### config.mk
export PLATFORM = sky130hd
export DESIGN_NAME = alu_seq
export DESIGN_NICKNAME = d
export VERILOG_FILES = /design/src/rtl/alu_seq.sv
export SDC_FILE = /design/constraint.sdc
export NUM_CORES = 1
export LEC_CHECK = 0
export ABC_CLOCK_PERIOD_IN_PS = 4900
export CORE_ASPECT_RATIO = 1.75
export CORE_MARGIN = 3
export CORE_UTILIZATION = 39
export DETAILED_ROUTE_END_ITERATION = 8
export MAX_ROUTING_LAYER = met4
export PLACE_DENSITY = 0.63
export SLEW_MARGIN = 20
export SYNTH_ARGS = -nofsm -noshare
export SYNTH_HDL_FRONTEND = slang
export SYNTH_SLANG_ARGS = --single-unit
### constraint.sdc
create_clock -name clk -period 4.9 [get_ports clk]
set_input_delay 1.225 -clock clk [delete_from_list [all_inputs] [get_ports clk]]
set_output_delay 1.225 -clock clk [all_outputs]
set_load 0.05 [all_outputs]
### src/rtl/alu_seq.sv
// ---------------------------------------------------------------------------
// alu_seq : command sequencer for an external combinational ALU.
//
// Commands {op, a, b, acc} are queued in a 4-entry FIFO. One command at a
// time is popped into registered ALU drive lines. The ALU then gets one full
// cycle to settle, and its result and flags are captured into a held result
// register. That result stays valid until the consumer accepts it.
//
// Optional feature (macro ALU_SEQ_ACC_EN): a 4-bit accumulator tracks the last
// captured result. A command with cmd_acc=1 then uses the accumulator as
// operand A instead of cmd_a.
//
// Ports
//   clk, rst            clock, synchronous active-high reset
//   cmd_valid/cmd_ready command handshake (cmd_ready is combinational)
//   cmd_op,cmd_a,cmd_b  operator (8-15 illegal) and operands
//   cmd_acc             use accumulator as operand A (ALU_SEQ_ACC_EN only)
//   alu_a,alu_b,alu_op  registered drive to the downstream ALU
//   alu_result, alu_carry, alu_overflow, alu_zero   ALU outputs
//   res_valid/res_ready result handshake
//   res_data            captured result
//   res_flags           {err, carry, overflow, zero}
// ---------------------------------------------------------------------------
module alu_seq (
   input  logic       clk,
   input  logic       rst,
   input  logic       cmd_valid,
   output logic       cmd_ready,
   input  logic [3:0] cmd_op,
   input  logic [3:0] cmd_a,
   input  logic [3:0] cmd_b,
   input  logic       cmd_acc,
   output logic [3:0] alu_a,
   output logic [3:0] alu_b,
   output logic [3:0] alu_op,
   input  logic [3:0] alu_result,
   input  logic       alu_carry,
   input  logic       alu_overflow,
   input  logic       alu_zero,
   output logic       res_valid,
   input  logic       res_ready,
   output logic [3:0] res_data,
   output logic [3:0] res_flags
);

   localparam int unsigned DW    = 4;
   localparam int unsigned DEPTH = 4;
   localparam int unsigned PTRW  = 2;
   localparam int unsigned CNTW  = 3;

   typedef struct packed {
      logic [DW-1:0] op;
      logic [DW-1:0] a;
      logic [DW-1:0] b;
      logic          acc;
   } cmd_t;

   typedef enum logic [1:0] {IDLE, ISSUE, HOLD} state_t;

   state_t            state, state_nx;
   cmd_t              fifo_mem [DEPTH];
   cmd_t              head;
   logic [PTRW-1:0]   wr_ptr, rd_ptr;
   logic [CNTW-1:0]   count;
   logic              push, pop, capture, fifo_empty;
   logic [DW-1:0]     a_sel;
   logic [DW-1:0]     cap_data;
   logic [DW-1:0]     cap_flags;

   // Readiness depends only on occupancy, so a full FIFO never passes through.
   assign cmd_ready  = (count < CNTW'(DEPTH)) && !rst;
   assign push       = cmd_valid && cmd_ready;
   assign fifo_empty = (count == '0);
   assign head       = fifo_mem[rd_ptr];

   // Next-state and pop/capture decode
   always_comb begin
      state_nx = state;
      pop      = 1'b0;
      capture  = 1'b0;
      case (state)
         IDLE: begin
            if (!fifo_empty) begin
               pop      = 1'b1;
               state_nx = ISSUE;
            end
         end
         ISSUE: begin
            capture  = 1'b1;
            state_nx = HOLD;
         end
         HOLD: begin
            if (res_ready) begin
               if (!fifo_empty) begin
                  pop      = 1'b1;
                  state_nx = ISSUE;
               end else begin
                  state_nx = IDLE;
               end
            end
         end
         default: state_nx = IDLE;
      endcase
   end

   // State register
   always_ff @(posedge clk) begin
      if (rst) state <= IDLE;
      else     state <= state_nx;
   end

   // FIFO storage; contents need no reset since occupancy guards reads
   always_ff @(posedge clk) begin
      if (push) fifo_mem[wr_ptr] <= '{op: cmd_op, a: cmd_a, b: cmd_b, acc: cmd_acc};
   end

   // FIFO pointers and occupancy
   always_ff @(posedge clk) begin
      if (rst) begin
         wr_ptr <= '0;
         rd_ptr <= '0;
         count  <= '0;
      end else begin
         if (push) wr_ptr <= wr_ptr + PTRW'(1);
         if (pop)  rd_ptr <= rd_ptr + PTRW'(1);
         case ({push, pop})
            2'b10:   count <= count + CNTW'(1);
            2'b01:   count <= count - CNTW'(1);
            default: count <= count;
         endcase
      end
   end

   // Illegal operators capture a zero result with only the error flag set.
   always_comb begin
      cap_data  = alu_result;
      cap_flags = {1'b0, alu_carry, alu_overflow, alu_zero};
      if (alu_op[3]) begin
         cap_data  = '0;
         cap_flags = 4'b1000;
      end
   end

`ifdef ALU_SEQ_ACC_EN
   logic [DW-1:0] acc_q;

   // Accumulator follows every captured result
   always_ff @(posedge clk) begin
      if (rst)          acc_q <= '0;
      else if (capture) acc_q <= cap_data;
   end

   assign a_sel = head.acc ? acc_q : head.a;
`else
   logic unused_acc;

   assign unused_acc = head.acc;
   assign a_sel      = head.a;
`endif

   // ALU drive registers, loaded only on pop
   always_ff @(posedge clk) begin
      if (rst) begin
         alu_a  <= '0;
         alu_b  <= '0;
         alu_op <= '0;
      end else if (pop) begin
         alu_a  <= a_sel;
         alu_b  <= head.b;
         alu_op <= head.op;
      end
   end

   // Result register: set on capture, cleared on consumer acceptance
   always_ff @(posedge clk) begin
      if (rst) begin
         res_valid <= 1'b0;
         res_data  <= '0;
         res_flags <= '0;
      end else if (capture) begin
         res_valid <= 1'b1;
         res_data  <= cap_data;
         res_flags <= cap_flags;
      end else if ((state == HOLD) && res_ready) begin
         res_valid <= 1'b0;
      end
   end

endmodule

# --- Word level (Yosys, flattened, before mapping) ---
# Memories as Yosys holds them, arrays and structs flattened. A register that Yosys moved wholly into a read port is not among the register bits.
# Index checks and enable logic that the tools add are counted.
op_classes:
  eq_ne: 6
  n_reduce_logical: 9
  addsub: 4
  n_mux: 15
  order_cmp: 1
op_table:
  columns: ["operator", "count"]
  rows:
  - ["two-way mux 1 bit", 8]
  - ["two-way mux 4 bit", 2]
  - ["case mux 2 bit (3 select lines)", 1]
  - ["case mux 3 bit (2 select lines)", 1]
  - ["adder 2 x 1 -> 2 bit, second input constant", 2]
  - ["== test 2 x 1 -> 1 bit, second input constant", 2]
  - ["== test 2 bit, second input constant", 2]
  - ["two-way mux 2 bit", 2]
  - ["inequality test 2 bit, second input constant", 2]
  - ["nonzero test 2 bit", 2]
  - ["adder 3 x 1 -> 3 bit, second input constant", 1]
  - ["logical AND 1 bit", 3]
  - ["logical NOT 3 bit", 1]
  - ["< comparator 3 bit, second input constant", 1]
  - ["subtractor 3 x 1 -> 3 bit, second input constant", 1]
  - ["logical NOT 2 bit", 1]
  - ["case mux 1 bit (2 select lines)", 1]
  - ["AND reduction 2 bit", 1]
  - ["logical NOT 1 bit", 1]
totals:
  output_inout_bits: 22
  input_bits: 24
  ff_bits: 18
  elab_cells: 43
  ramBits: 52
  n_memories: 1
mem_list:
  columns: ["name", "words", "word_bits", "read_ports", "rd_ports_with_merged_regs", "write_ports", "line_no", "rtl"]
  rows:
  - ["fifo_mem", 4, 13, 1, 1, 1, "61", "cmd_t fifo_mem [DEPTH];"]

# --- Longest topological paths before layout ---
# Gate-level depths: netlist (run 1).
logic_depth:
  word_depth: 6
  mapped_depth: 9
  mapped_depth_nobuf: 8

# --- Least setup slack after synthesis (run 1) ---
# OpenSTA, ideal clock, no wires.
synth_path:
  path_kind: "input to output"
  start: "input port rst"
  end: "output port cmd_ready"
  cell_stages: 3
  t_arrival_ps: 2269
  required_time_ps: 3675
  slack_ps: 1406
  n_path_buf: 2
  path_cell_list: "clkbuf_1 clkbuf_1 nor2_1"
synth_between:
  elab_chain_len: 2
synth_rtl:
  columns: ["element", "line_no", "rtl"]
  rows:
  - ["start: declaration", "26", "input logic rst,"]
  - ["logical NOT 1 bit", "71", "assign cmd_ready = (count < CNTW'(DEPTH)) && !rst;"]
  - ["logical AND 1 bit", "71", null]
  - ["end: declaration", "28", "output logic cmd_ready,"]
# Every way passes these cells.

# --- Final worst setup path (run 1) ---
# Ends and elaborated chain as after synthesis.

==> flow_summary.ini, run 1 <==
[clock_network]
clk_latency_ns = 0.33
cts_buffers = 9
clockRootBuffer = clkbuf_16
cts_tree = done
cts.sinks = 78
path_clk_slew_ns = 0.05
htreeDepth = 3
post_cts_buffers = 0
holdBufCountCts = 0
cts_buffer_depth = 2
cts-resized-gates = 0

[critical_path]
end_kind = output port
worst-setup-path-type = primary input to output port
path_max_fanout = 2
cp.required_ns = 3.67
crit_arrival_ns = 2.55
startpoint_type = primary input

[synth]
yosysUniqueCellTypes = 32
yosys.area.top_type = edfxtp_1
synthCells = 198
synth_top_area_share = 0.468
synth_area_per_cell_um2 = 15.6
synth_seq_cells = 78
synth_nets = 228
synth_area_leaders = edfxtp_1 (47%), dfxtp_1 (19%), mux4_1 (10%)
synth_area_um2 = 3080
yosys_warnings = 0
ys_seq_area_frac = 0.663

[power]
ir_drop_mv = 0.214
seq_power_share = 0.385
switching_share = 0.322
power_leakage_nw = 1.32
pwr-share-clk = 0.312
power.density_nw_per_um2 = 591
switchingPower_w = 0.000745
internal_power_w = 0.00157
pwr-share-comb = 0.303

[layout]
area_delta_synth_final_pct = 27.2
fin_cells = 338
final_common_cell = edfxtp_1
drive_gt1_frac = 0.0880
final_cell_mix = edfxtp_1 (48), clkdlybuf4s50_1 (44), dfxtp_1 (30)
antenna_cells = 0
nets = 275

[timing]
setup_tns_ns = 0
drv_slew = 0
min_period_over_period = 0.770
max_freq_mhz = 265
hold_violations = 0
min_period_ns = 3.77
skew_ns = 0.00423
rsz0062_at_grt = false
setup_viol = 0
worst_pin_slew_ns = 0.788
slew_headroom = 0.474

[grt]
track_usage = 0.133
grt_pass1_wl_um = 8610
overflow = 0
grt_pass1_vias = 1748
antenna_found_initial = 0
grt_max_degree = 33

[detailed_routing]
wire_per_inst_um = 15.5
wl_um = 5230
viasPerCell = 5.05
drc = 0
drt_iter0_markers = 119
ant_nets = 0
dr.pass1.iters = 4
vias = 1706

[placement]
port_buffers = 44
gp_congestion = 0.719
dpl.hpwl_um = 3540
dp.cells = 322

[floorplan]
start_util = 0.404
fp.dieH_um = 124
fp.dieW_um = 73.2
core_um2 = 7620
num_rows = 42
die_area_um2 = 9040
io_pins = 46

[status]
status = completed

[min_path]
hold_class = flip-flop to flip-flop

[job]
cap_violations = 0
-- state kept, by name (all words and copies together) (netlist names) --
signal and count:
state 2, alu_b 4, alu_op 4, res_data 4, res_valid 1, fifo_mem 48, wr_ptr 2, count 3
rd_ptr 2, res_flags 4, alu_a 4
-- cell families after synthesis --
logic type               share of synthesized area
AND/OR/NAND/NOR                              0.101
flip-flops                                   0.663
XOR/XNOR                                   0.00853
multiplexers                                 0.106
AO/OA/AOI/OAI                               0.0630
adder cells (fa/ha/maj)                     0.0268
buffers and inverters                       0.0317
-- Yosys cell counts --
| cell | number |
|---|---|
| o21ai_0 | 1 |
| clkbuf_1 | 4 |
| or4_1 | 1 |
| nor4b_1 | 1 |
| fa_1 | 1 |
| buf_4 | 2 |
| nand2b_1 | 13 |
| inv_1 | 7 |
| xnor2_1 | 1 |
| a311oi_1 | 1 |
| buf_6 | 1 |
| edfxtp_1 | 48 |
| o2bb2ai_1 | 12 |
| nand2_1 | 10 |
| nor2_1 | 7 |
| nor3_2 | 1 |
| nor2b_1 | 3 |
| buf_8 | 1 |
| dfxtp_1 | 30 |
| a21oi_1 | 12 |
| or3_1 | 1 |
| ha_1 | 5 |
| nand3b_1 | 8 |
| mux4_1 | 12 |
| o31ai_1 | 2 |
| nor3b_2 | 1 |
| xor2_1 | 2 |
| nor4_2 | 1 |
| buf_2 | 3 |
| mux2_2 | 1 |
| and2_1 | 4 |
| nor3_1 | 1 |
-- metrics by stage --
step / utilization / hold slack, ns / power [W] / setup slack (ns) / cell area, um^2
6_report: 0.514 / 0.446 / 0.00232 / 1.13 / 3920
4_1_cts: 0.514 / 0.452 / 0.00234 / 1.13 / 3920
3_3_place_gp: 0.470 / 0.437 / 0.00161 / 1.14 / 3580
2_1_floorplan: - / 0.475 / 0.00140 / 1.41 / 3080
3_5_place_dp: 0.470 / 0.445 / 0.00162 / 1.13 / 3580
5_1_grt: 0.514 / 0.470 / 0.00243 / 1.10 / 3920
-- power by group through the flow --
stage | Clock [W] | Sequential [W] | Combinational, W
after floorplan | 0 | 0.00107 | 0.000334
after global placement | 0 | 0.000904 | 0.000702
after detailed placement | 0 | 0.000908 | 0.000712
after CTS | 0.000736 | 0.000895 | 0.000713
after global routing | 0.000767 | 0.000908 | 0.000758
final | 0.000721 | 0.000891 | 0.000702
-- final timing paths --
check / from / endpoint / slack (ns) / depth (start not counted)
worst max register to register: count[2]$_SDFFE_PP0P_ / count[2]$_SDFFE_PP0P_ / 2.69 / 9
worst max-delay path: rst / cmd_ready / 1.13 / 3
worst min-delay path: res_data[1]$_SDFFE_PP0P_ / res_data[1]$_SDFFE_PP0P_ / 0.45 / 2
worst min register to register: res_data[1]$_SDFFE_PP0P_ / res_data[1]$_SDFFE_PP0P_ / 0.45 / 2
-- critical path: stages --
cell and delay (ns):
clkdlybuf4s50_1 0.42, nor2_1 0.10, clkdlybuf4s50_1 0.80
-- layout make-up --
class | instances | area, um^2
repair buffers | 47 | 463
well taps | 88 | 110
multi-input cells | 102 | 941
clock inverters | 3 | 65.1
inverters | 7 | 26.3
fillers | 627 | 3700
flip-flops and latches | 78 | 2040
clock buffers | 13 | 270
-- routing by layer --
layer,routed length (um),GRT usage,share of wire
met5,0,-,0
met4,113,0.0589,0.022
met3,252,0.0436,0.048
met2,2810,0.226,0.54
met1,2050,0.138,0.39
No activity file was read; power rests on OpenSTA's default activity.
==> run 2, diff against run 1 <==
--- a/config.mk
+++ b/config.mk
@@ -5,13 +5,13 @@
 export SDC_FILE = /design/constraint.sdc
 export NUM_CORES = 1
 export LEC_CHECK = 0
-export ABC_CLOCK_PERIOD_IN_PS = 4900
+export ABC_CLOCK_PERIOD_IN_PS = 3050
 export CORE_ASPECT_RATIO = 1.75
 export CORE_MARGIN = 3
 export CORE_UTILIZATION = 39
 export DETAILED_ROUTE_END_ITERATION = 8
 export MAX_ROUTING_LAYER = met4
-export PLACE_DENSITY = 0.63
+export PLACE_DENSITY = 0.65
 export SLEW_MARGIN = 20
 export SYNTH_ARGS = -nofsm -noshare
 export SYNTH_HDL_FRONTEND = slang
==> constraint.sdc (replaced) <==
create_clock -name clk -period 3.05 [get_ports clk]
set_input_delay 0.7625 -clock clk [delete_from_list [all_inputs] [get_ports clk]]
set_output_delay 0.7625 -clock clk [all_outputs]
set_load 0.05 [all_outputs]
==> flow_summary.ini, run 2 (synthesis gave the netlist of run 1 again) <==
[clock_network]
cts_buffers = 9
clockRootBuffer = clkbuf_16
htreeDepth = 3
cts-resized-gates = 0
cts_tree = done
post_cts_buffers = 0
holdBufCountCts = 0
cts.sinks = 78
cts_buffer_depth = 2
clk_latency_ns = 0.33
path_clk_slew_ns = 0.05

[critical_path]
cp_slowest_stage_delay_ns = 0.51
crit_family = simple AND/OR/NAND/NOR gates
path_max_fanout = 5
end_kind = flip-flop
cp_num_buf_inv = 2
cp.required_ns = 3.31
slowest_stage = clkdlybuf4s50_1
startpoint_type = primary input
crit_chain = clkdlybuf4s50_1 -> nor2b_1 -> nor3_1 -> ha_1 -> inv_1 -> fa_1 -> xor2_1 -> or3_1 -> a21oi_1
worst-setup-path-type = primary input to flip-flop
crit_arrival_ns = 2.90

[timing]
min_period_ns = 2.64
setup_viol = 0
min_period_over_period = 0.865
drv_slew = 0
hold_violations = 0
setup_tns_ns = 0
worst_hold_slack_ns = 0.447
slew_headroom = 0.474
rsz0062_at_grt = false
max_freq_mhz = 379
worst_pin_slew_ns = 0.787
skew_ns = 0.00621

[floorplan]
io_pins = 46
fp.dieW_um = 73.2
core_um2 = 7620
fp.dieH_um = 124
num_rows = 42
die_area_um2 = 9040
start_util = 0.404

[detailed_routing]
dr.pass1.iters = 4
wire_per_inst_um = 15.1
ant_nets = 0
wl_um = 5190
viasPerCell = 5.08
drc = 0
vias = 1741
drt_iter0_markers = 77

[power]
pwr-share-clk = 0.282
ir_drop_mv = 0.400
power_leakage_nw = 1.33
pwr-share-comb = 0.319
seq_power_share = 0.398
internal_power_w = 0.00239
switching_share = 0.333
power.density_nw_per_um2 = 914
power.total_w = 0.00359
switchingPower_w = 0.00120

[placement]
placed_cell_area_um2 = 3630
gp_congestion = 0.731
dp.cells = 327
dpl.hpwl_um = 3510
port_buffers = 44

[grt]
grt_max_degree = 33
overflow = 0
track_usage = 0.131
grt_pass1_wl_um = 8380
antenna_found_initial = 0
grt_pass1_vias = 1768

[layout]
final_common_cell = edfxtp_1
antenna_cells = 0
area_delta_synth_final_pct = 27.5
largest_register_ffs = 48
fin_area_um2 = 3930
fin_cells = 343
final_cell_mix = edfxtp_1 (48), clkdlybuf4s50_1 (43), dfxtp_1 (30)
top_register = fifo_mem
nets = 280
drive_gt1_frac = 0.106

[status]
status = completed

[min_path]
hold_class = flip-flop to flip-flop

[job]
cap_violations = 0
[run 2: stage by stage]
stage / worst slack [ns] / utilization
floorplan: 0.474 / -
global placement: 0.129 / 0.476
detailed placement: 0.0856 / 0.476
CTS: 0.412 / 0.515
global route: 0.260 / 0.515
finish: 0.413 / 0.515
[run 2: power by group through the flow]
stage / registers [W] / clock network, W / logic, W
2_1_floorplan: 0.00172 / 0 / 0.000537
3_3_place_gp: 0.00145 / 0 / 0.00114
5_1_grt: 0.00145 / 0.00109 / 0.00124
4_1_cts: 0.00143 / 0.00104 / 0.00116
6_report: 0.00143 / 0.00101 / 0.00115
3_5_place_dp: 0.00145 / 0 / 0.00116
[run 2: final timing paths]
check | start | end | slack, ns | depth (start not counted)
setup / recovery | res_ready | count[2]$_SDFFE_PP0P_ | 0.41 | 9
hold / removal | res_data[3]$_SDFFE_PP0P_ | res_data[3]$_SDFFE_PP0P_ | 0.45 | 2
setup reg to reg | count[2]$_SDFFE_PP0P_ | count[2]$_SDFFE_PP0P_ | 0.92 | 8
hold reg to reg | res_data[3]$_SDFFE_PP0P_ | res_data[3]$_SDFFE_PP0P_ | 0.45 | 2
[run 2: metal layers]
| metal | GRT usage | part of all wire |
|---|---|---|
| met5 | - | 0 |
| met4 | 0.0658 | 0.013 |
| met3 | 0.0444 | 0.049 |
| met2 | 0.223 | 0.55 |
| met1 | 0.132 | 0.39 |
[run 2: final cells by class]
| class | instances | area [um^2] |
|---|---|---|
| timing repair buffer | 52 | 510 |
| fill | 633 | 3690 |
| clock inverter | 3 | 16.3 |
| inverter | 7 | 26.3 |
| clock buffer | 13 | 282 |
| sequential | 78 | 2040 |
| tap | 88 | 110 |
| multi-input combinational | 102 | 941 |
[run 2: worst register-to-register path, delay by kind of cell (launching register included)]
kind	cells	cell delay, ns
buffers and inverters	1	0.06
AO/OA/AOI/OAI	1	0.14
XOR/XNOR	1	0.16
AND/OR/NAND/NOR	3	0.68
adder cells (fa/ha/maj)	2	0.61
flip-flops	1	0.41
